File: config.mk
export PLATFORM = sky130hd
export DESIGN_NAME = instr_encoder_loader
export DESIGN_NICKNAME = d
export VERILOG_FILES = /design/src/rtl/mips_pkg.sv /design/src/rtl/instr_pack.sv /design/src/rtl/instr_encoder_loader.sv
export SDC_FILE = /design/constraint.sdc
export NUM_CORES = 1
export LEC_CHECK = 0
export CAP_MARGIN = 10
export CORE_UTILIZATION = 40
export DETAILED_ROUTE_END_ITERATION = 8
export PLACE_DENSITY = 0.87
export SYNTH_ARGS = -nofsm -noshare
export SYNTH_HDL_FRONTEND = slang
export SYNTH_SLANG_ARGS = --single-unit
export TNS_END_PERCENT = 20
File: constraint.sdc
create_clock -name clk -period 1.53 [get_ports clk]
set_input_delay 0.3825 -clock clk [delete_from_list [all_inputs] [get_ports clk]]
set_output_delay 0.3825 -clock clk [all_outputs]
set_load 0.01 [all_outputs]
File: src/rtl/mips_pkg.sv
// Shared MIPS definitions for the instruction encoder/loader and its benches.
// Contents: opcode and funct constants, the 2-bit instruction kind, the loader
// FSM state type and a helper that says whether an R-type funct is supported.
package mips_pkg;

  localparam logic [5:0] OP_RTYPE = 6'b000000;
  localparam logic [5:0] OP_LW    = 6'b100011;
  localparam logic [5:0] OP_SW    = 6'b101011;
  localparam logic [5:0] OP_BEQ   = 6'b000100;

  localparam logic [5:0] FUNCT_ADD = 6'b100000;
  localparam logic [5:0] FUNCT_SUB = 6'b100010;
  localparam logic [5:0] FUNCT_AND = 6'b100100;
  localparam logic [5:0] FUNCT_OR  = 6'b100101;
  localparam logic [5:0] FUNCT_SLT = 6'b101010;

  typedef enum logic [1:0] {
    KindR   = 2'd0,
    KindLw  = 2'd1,
    KindSw  = 2'd2,
    KindBeq = 2'd3
  } instr_kind_e;

  typedef enum logic [1:0] {
    StIdle = 2'd0,
    StLoad = 2'd1,
    StDone = 2'd2
  } load_state_e;

  // R-type functs the single-cycle datapath actually implements.
  function automatic logic funct_legal(input logic [5:0] funct);
    return funct inside {FUNCT_ADD, FUNCT_SUB, FUNCT_AND, FUNCT_OR, FUNCT_SLT};
  endfunction

endpackage

File: src/rtl/instr_pack.sv
// Combinational field-to-word packer for the four MIPS kinds the processor decodes.
// Ports:
//   kind_i  - instruction kind (R, LW, SW, BEQ)
//   rs_i, rt_i, rd_i - register fields (rd_i only used by R-type)
//   funct_i - R-type function code (ignored for I-types)
//   imm_i   - immediate / branch offset (ignored for R-type)
//   word_o  - packed 32-bit machine word
module instr_pack
  import mips_pkg::*;
(
  input  instr_kind_e kind_i,
  input  logic [4:0]  rs_i,
  input  logic [4:0]  rt_i,
  input  logic [4:0]  rd_i,
  input  logic [5:0]  funct_i,
  input  logic [15:0] imm_i,
  output logic [31:0] word_o
);

  always_comb begin
    word_o = '0;
    unique case (kind_i)
      KindR:   word_o = {OP_RTYPE, rs_i, rt_i, rd_i, 5'b00000, funct_i};
      KindLw:  word_o = {OP_LW, rs_i, rt_i, imm_i};
      KindSw:  word_o = {OP_SW, rs_i, rt_i, imm_i};
      KindBeq: word_o = {OP_BEQ, rs_i, rt_i, imm_i};
      default: word_o = '0;
    endcase
  end

endmodule

File: src/rtl/instr_encoder_loader.sv
// Streams field-level instruction descriptions into MIPS machine words and writes
// them to consecutive instruction memory words starting at address 0.
// Optional feature macro: ENC_CHECK_EN - reject R-type words whose funct is not
// one of add/sub/and/or/slt (consumed, not written, err pulses).
// Ports:
//   clk, rst_n        - clock, asynchronous active-low reset
//   start, finish     - session start / early end pulses
//   in_valid/in_ready - field handshake; in_kind/in_rs/in_rt/in_rd/in_funct/in_imm fields
//   imem_we/imem_addr/imem_wdata - registered instruction memory write port
//   count             - words written this session
//   done              - session finished
//   err               - one-cycle pulse per rejected word (0 without ENC_CHECK_EN)
module instr_encoder_loader
  import mips_pkg::*;
#(
  parameter int unsigned AW = 6
) (
  input  logic          clk,
  input  logic          rst_n,
  input  logic          start,
  input  logic          finish,
  input  logic          in_valid,
  output logic          in_ready,
  input  logic [1:0]    in_kind,
  input  logic [4:0]    in_rs,
  input  logic [4:0]    in_rt,
  input  logic [4:0]    in_rd,
  input  logic [5:0]    in_funct,
  input  logic [15:0]   in_imm,
  output logic          imem_we,
  output logic [AW-1:0] imem_addr,
  output logic [31:0]   imem_wdata,
  output logic [AW:0]   count,
  output logic          done,
  output logic          err
);

  localparam logic [AW-1:0] LastAddr = '1;

  load_state_e   state_q;
  logic          we_q;
  logic [AW-1:0] addr_q;
  logic [31:0]   wdata_q;
  logic [AW:0]   count_q;
  logic          done_q;
  // finish arrived together with an acceptance: end once that word is written
  logic          fin_pend_q;

  logic          accept;
  logic          last_write;
  logic          word_ok;
  logic [31:0]   word;

  instr_pack u_pack (
    .kind_i  (instr_kind_e'(in_kind)),
    .rs_i    (in_rs),
    .rt_i    (in_rt),
    .rd_i    (in_rd),
    .funct_i (in_funct),
    .imm_i   (in_imm),
    .word_o  (word)
  );

`ifdef ENC_CHECK_EN
  logic err_q;

  always_comb begin
    word_ok = (instr_kind_e'(in_kind) != KindR) || funct_legal(in_funct);
  end

  assign err = err_q;
`else
  always_comb begin
    word_ok = 1'b1;
  end

  assign err = 1'b0;
`endif

  // The write to the top word fills memory, so no further word may be taken.
  always_comb begin
    last_write = we_q && (addr_q == LastAddr);
    in_ready   = (state_q == StLoad) && !last_write && !fin_pend_q;
    accept     = in_valid && in_ready;
  end

  always_ff @(posedge clk or negedge rst_n) begin
    if (!rst_n) begin
      state_q    <= StIdle;
      we_q       <= 1'b0;
      addr_q     <= '0;
      wdata_q    <= '0;
      count_q    <= '0;
      done_q     <= 1'b0;
      fin_pend_q <= 1'b0;
`ifdef ENC_CHECK_EN
      err_q      <= 1'b0;
`endif
    end else begin
      we_q <= 1'b0;
`ifdef ENC_CHECK_EN
      err_q <= 1'b0;
`endif
      case (state_q)
        StIdle: begin
          addr_q     <= '0;
          count_q    <= '0;
          done_q     <= 1'b0;
          fin_pend_q <= 1'b0;
          if (start) begin
            state_q <= StLoad;
          end
        end

        StLoad: begin
          // Address and count advance on the edge that ends the write cycle;
          // the address saturates at the top word instead of wrapping.
          if (we_q) begin
            count_q <= count_q + (AW+1)'(1);
            if (!last_write) begin
              addr_q <= addr_q + AW'(1);
            end
          end
          if (accept) begin
            wdata_q <= word;
            we_q    <= word_ok;
`ifdef ENC_CHECK_EN
            err_q   <= !word_ok;
`endif
          end
          if (last_write || ((finish || fin_pend_q) && !accept)) begin
            state_q    <= StDone;
            done_q     <= 1'b1;
            fin_pend_q <= 1'b0;
          end else if (finish) begin
            fin_pend_q <= 1'b1;
          end
        end

        StDone: begin
          if (start) begin
            state_q <= StLoad;
            addr_q  <= '0;
            count_q <= '0;
            done_q  <= 1'b0;
          end
        end

        default: begin
          state_q <= StIdle;
        end
      endcase
    end
  end

  assign imem_we    = we_q;
  assign imem_addr  = addr_q;
  assign imem_wdata = wdata_q;
  assign count      = count_q;
  assign done       = done_q;

endmodule

* Word level (Yosys, flattened, before mapping)
Cells that the tools add are included.
Word-level totals: flip-flop bits (word level) 50, input port bits 44, word-level logic and storage cells 61
Cells by class: $add $sub $neg 2, equality and inequality tests 12, muxes and demuxes 19, reductions and logical operators 21
Operators by type and width (count):
- one-hot mux 32 bit (4 select lines) | 1
- one-hot mux 7 bit (3 select lines) | 1
- two-way mux 6 bit | 3
- one-hot mux 6 bit (3 select lines) | 1
- two-way mux 7 bit | 2
- adder 7 x 1 -> 7 bit, second input constant | 1
- adder 6 x 1 -> 6 bit, second input constant | 1
- == test 2 bit, second input constant | 3
- == test 6 bit, second input constant | 1
- two-way mux 1 bit | 6
- inequality test 2 bit, second input constant | 3
- AND reduction 2 bit | 3
- AND reduction 3 bit | 2
- logical AND 1 bit | 5
- == test 2 x 1 -> 1 bit, second input constant | 2
- zero test 2 bit | 2
- two-way mux 2 bit | 2
- inequality test 2 x 1 -> 1 bit, second input constant | 2
- one-hot mux 2 bit (2 select lines) | 1
- AND reduction 4 bit | 1
- zero test 1 bit | 3
- inequality test 3 x 2 -> 1 bit, second input constant | 1
- one-hot mux 1 bit (3 select lines) | 1
- nonzero test 3 bit | 1
- other kinds (4) | 5

* Logic depth before layout (Yosys ltp)
word-level depth 11, depth in mapped cells 8

* Cells and area by module
A second synthesis with hierarchy kept.
Unflattened totals: cell total of the unflattened synthesis 231, area, all modules 2702.6 um^2
Modules (own cells, without submodules):
- instr_encoder_loader | times used 1, cells an instance 167, area each 2267.2 um^2, seq. area each 1251.2 um^2
- instr_pack | times used 1, cells an instance 64, area each 435.4 um^2, seq. area each 0.0 um^2

* Worst setup path before layout
OpenSTA, ideal clock, no wires.
path kind register to register, from register addr_q[1], in the netlist imem_addr[1], to register wdata_q[0], in the netlist imem_wdata[0], data arrival time 1.504 ns, required time 1.405 ns, setup slack -0.099 ns, stages on the path, launching flop included 6, buffers on the path 1, cell sequence dfrtp_1 > ha_1 > nand3_1 > o211ai_4 > buf_6 > mux2_4
Between the ends: word-level cells in the longest chain between the ends 7
Ends and longest elaborated chain:
- start, declared | line instr_encoder_loader.sv:42 | logic [AW-1:0] addr_q;
- start signal, assigned | line instr_encoder_loader.sv:121 | addr_q <= addr_q + AW'(1);
- == test 6 bit | line instr_encoder_loader.sv:82 | last_write = we_q && (addr_q == LastAddr);
- logical AND 1 bit | line instr_encoder_loader.sv:82
- zero test 1 bit
- logical AND 1 bit (2 in a row) | line instr_encoder_loader.sv:83 | in_ready = (state_q == StLoad) && !last_write && !fin_pend_q;
- logical AND 1 bit | line instr_encoder_loader.sv:84 | accept = in_valid && in_ready;
- AND reduction 2 bit (no source line)
- end signal, assigned | line instr_encoder_loader.sv:125 | wdata_q <= word;
- end, declared | line instr_encoder_loader.sv:43 | logic [31:0] wdata_q;
Every way passes these cells. A chain may end at the register's enable or synchronous reset.

* Worst setup path after layout
from register addr_q[1], in the netlist imem_addr[1], to register wdata_q[11], in the netlist imem_wdata[11]
The elaborated chain is that of the path after synthesis.

==> results <==
- From synthesis to final layout, the design area changed by 54.6%.
- The count of antenna-violating nets left after detailed routing is 0.
- The achievable clock frequency is 582 MHz.
- The global-route met3 utilization is 4.44%.
- The repair_antennas step left the layout with diodes totalling 0.
- The final reports fail on negative setup slack.
- The initial cell density of the core is 42.2%.
- The run finished, with violations left.
- The floorplan step defined a die boundary enclosing 0.00667 mm².
- Yosys mapped a number of flops with a built-in enable equal to 0.
- The largest buffer count on any clock path is 2.
- The chip height is 81.7 µm.
- Clock-pin slew was measured on the worst setup and hold paths at 0.10 ns.
- The kind of end point of the critical path is a register.
- The count of distinct cell types in the synthesized netlist is 45.
- The power density over the cells is 1470 mW/mm².
- The final cell count without fillers is 419.
- The number of global-route vias before repair was 2071.
- The aggregate global-route resource usage is 19.1%.
- By area, the combinational part of the netlist is dominated by multiplexers.
- The mean instance size in the synthesized netlist is 11.4 µm².
- The total of warnings raised by yosys is 0.
- The sum of negative setup slack is -5.04 ns.
- For this run, the detailed router's first-pass iteration total came to 4.
- In the global route stage, met2 resource usage came out at 33.8%.
- Dividing the detail-routed wire length by the instance count gives 15.3 µm.
- Using the TritonRoute via totals, the vias-per-cell ratio works out to 5.12.
- The max capacitance violation total is 0.
- The global-route layer with the greatest usage is met2.
- The sequential share of the synthesized area is 46.3%.
- The flip-flop and latch count after synthesis is 47.
- The final net count is 395.
- The minimum clock period is 1.72 ns.
- The register area is 0.00118 mm².
- In this run the worst path has a maximum fanout of 7.
- The detailed router placed 2144 vias in this run.
- The number of sinks on the clock net is 47.
- The final layout contains routed wiring with a total length of 6.40 mm.
- The main flop type after synthesis is sky130_fd_sc_hd__dfrtp_1.
- The placed wire-length estimate after detailed placement is 4.48 mm.
- The cell sitting at the root of the clock tree is a sky130_fd_sc_hd__clkbuf_8.
- Of all flip-flops after synthesis, the portion carrying an async set or reset was 100%.
- The post-route fraction of the period consumed by the critical path is 112%.
- Measured along the x axis, the die boundary spans 81.7 µm.
- The category of the most critical setup path is reg -> reg.
- The cell leakage power is 1.92 nW.
- The synthesized-area fraction occupied by xor and xnor cells is 0%.
- Setup repair after global routing could not meet its margin everywhere.
- Global routing consumed, on the met1 layer, 23.9% of the routing resources.
- 93 I/O pins were placed.
- The worst clock skew is 0.0109 ns.
- The synthesized-area fraction occupied by and/or/nand/nor cells is 16.4%.
- The portion of netlist area occupied by mux cells is 17.9%.
- The number of fill cells in the layout is 504.
- In the final layout, the share of cells above drive strength 1 is 27.0%.
- Including well taps, the total number of placed cells is 402.
- The TritonCTS clock tree is done.
- The share of synthesized cell area in full adder, half adder and majority cells is 3.45%.
- The maximum level of the CTS H-tree is 2.
- The number of instances in the synthesized netlist is 222.
- At the end of routability-driven placement, the weighted congestion stood at 0.894.
- The number of pins exceeding their max-slew limit in the final report was 0.
- Entering global routing, the biggest net connects 48 pins.
- Across the VDD grid, the largest voltage drop is 0.878 mV.
- In this run the core area contains 28 standard-cell rows.
- Once routing completed, OpenROAD measured the worst setup slack at -0.189 ns.
- The final number of hold-violating endpoints was 0.
- At the worst endpoint, the arrival time is 1.89 ns.
- The core footprint is 0.00603 mm².
- The sum of overflow across all layers after global routing is 0.
- The initial antenna violation count is 0.
- For this run, design rule violations remaining after detail routing come to 0.
- The min-delay analysis places its worst path in the category in -> async.
- In this run the cell area of the synthesized design comes to 0.00254 mm².
- The wire length of the first global-routing pass is 9.70 mm.
- The critical path data required time is 1.70 ns.
- The later pin in the worst-skew pair is clocked with a latency of 0.29 ns.
- The startpoint class of the critical path is a register.
- Summing all multi-input logic gate instances after layout gives 0.00129 mm².
- The count of buffers added on input and output ports is 90.
- Setup violations remaining at the end of the flow were counted as 32.
- The number of CTS-inserted buffers is 5.
- The fraction of the mapped netlist area in compound gates is 10.3%.
- For this block, the initial DRC count from the detailed router was 107.
[per-layer routing]
| metal | part of all wire (%) | vias up |
|---|---|---|
| li1 | - | 1017 |
| met1 | 42 | 1040 |
| met2 | 52 | 83 |
| met3 | 6.1 | 4 |
| met4 | 0.48 | 0 |
| met5 | 0 | - |
[cells in the mapped netlist, types with 3 or more instances]
cell	n	area share (%)
sky130_fd_sc_hd__buf_2	4	0.79
sky130_fd_sc_hd__nor3_1	4	0.79
sky130_fd_sc_hd__buf_4	5	1.5
sky130_fd_sc_hd__a21oi_1	6	1.2
sky130_fd_sc_hd__nand2b_1	14	3.4
sky130_fd_sc_hd__nor2b_1	4	0.99
sky130_fd_sc_hd__nand3_1	6	1.2
sky130_fd_sc_hd__nand2_1	21	3.1
sky130_fd_sc_hd__mux2_4	29	17
sky130_fd_sc_hd__o21ai_0	18	3.5
sky130_fd_sc_hd__inv_1	11	1.6
sky130_fd_sc_hd__buf_6	3	1.3
sky130_fd_sc_hd__nor3b_1	5	1.5
sky130_fd_sc_hd__dfrtp_1	47	46
sky130_fd_sc_hd__ha_1	7	3.4
[cell families (layout without fill, tap and decap cells)]
kind of cell | count (synthesis) | after routing
AO/OA/AOI/OAI | 40 | 40
adder cells (fa/ha/maj) | 7 | 7
buffers and inverters | 25 | 146
flip-flops | 47 | 47
multiplexers | 31 | 31
other | 1 | 2
AND/OR/NAND/NOR | 71 | 71
[placed cells by master (no fill, tap or decap), types with 5 or more instances in the layout]
| cell | instances |
|---|---|
| sky130_fd_sc_hd__clkdlybuf4s50_1 | 40 |
| sky130_fd_sc_hd__buf_4 | 28 |
| sky130_fd_sc_hd__dfrtp_1 | 47 |
| sky130_fd_sc_hd__dlygate4sd2_1 | 44 |
| sky130_fd_sc_hd__inv_1 | 11 |
| sky130_fd_sc_hd__nand2_1 | 21 |
| sky130_fd_sc_hd__nand2b_1 | 14 |
| sky130_fd_sc_hd__nand3_1 | 5 |
| sky130_fd_sc_hd__mux2_4 | 29 |
| sky130_fd_sc_hd__o21ai_0 | 17 |
| sky130_fd_sc_hd__a21oi_1 | 5 |
| sky130_fd_sc_hd__nor3b_1 | 5 |
| sky130_fd_sc_hd__buf_12 | 5 |
| sky130_fd_sc_hd__clkbuf_8 | 5 |
| sky130_fd_sc_hd__ha_1 | 6 |
[where the power goes]
part	switching, W	internal [W]
Clock	0.000410	0.000478
Combinational	0.00121	0.00171
Sequential	0.000290	0.00169
[metrics by stage]
step	util [%]	setup slack, ns	total power [W]	hold WS [ns]	instance area, µm²
after floorplan	-	-0.0776	0.00355	0.0869	2550
after global placement	61.4	-0.490	0.00495	0.392	3700
after detailed placement	61.4	-0.551	0.00505	0.389	3700
after CTS	63.4	-0.194	0.00565	0.0737	3820
after global routing	65.2	-0.189	0.00612	0.0764	3930
final	65.2	-0.189	0.00578	0.0533	3930
[sequential cells by signal (all words and copies together) (netlist names)]
| signal | cells |
|---|---|
| fin_pend_q | 1 |
| done | 1 |
| state_q | 2 |
| imem_wdata | 29 |
| imem_addr | 6 |
| imem_we | 1 |
| count | 7 |
[cell type report]
class / instances / area share [%]
Sequential cell: 47 / 29.9
Clock buffer: 5 / 1.75
Timing Repair Buffer: 128 / 31.0
Clock inverter: 2 / 0.956
Multi-Input combinational cell: 151 / 32.9
Inverter: 11 / 1.05
Tap cell: 75 / 2.39
[worst max-delay path, stage by stage, from the launching register on]
cell and delay, ns:
sky130_fd_sc_hd__dfrtp_1 0.43, sky130_fd_sc_hd__ha_4 0.18, sky130_fd_sc_hd__nand3_4 0.08, sky130_fd_sc_hd__buf_6 0.13
sky130_fd_sc_hd__o211ai_4 0.16, sky130_fd_sc_hd__buf_12 0.15, sky130_fd_sc_hd__clkbuf_16 0.16, sky130_fd_sc_hd__mux2_4 0.30
[final timing paths]
check,startpoint,endpoint,slack [ns],cells after the start
setup / recovery,imem_addr[1],imem_wdata[11],-0.19,7
hold / removal,rst_n,count[5],0.05,2
setup reg to reg,imem_addr[1],imem_wdata[11],-0.19,7
hold reg to reg,imem_wdata[18],imem_wdata[18],0.51,1
max in group asynchronous,rst_n,imem_wdata[29],1.25,2
min in group clk,imem_wdata[18],imem_wdata[18],0.51,1
[what timing repair did]
item	CTS	global route
hold buffers	0	0
pin swaps	4	5
setup endpoints to repair	76	39
gates cloned	1	2
resized for setup	59	12
buffers inserted	5	2
(Power assumes the default switching activity.)
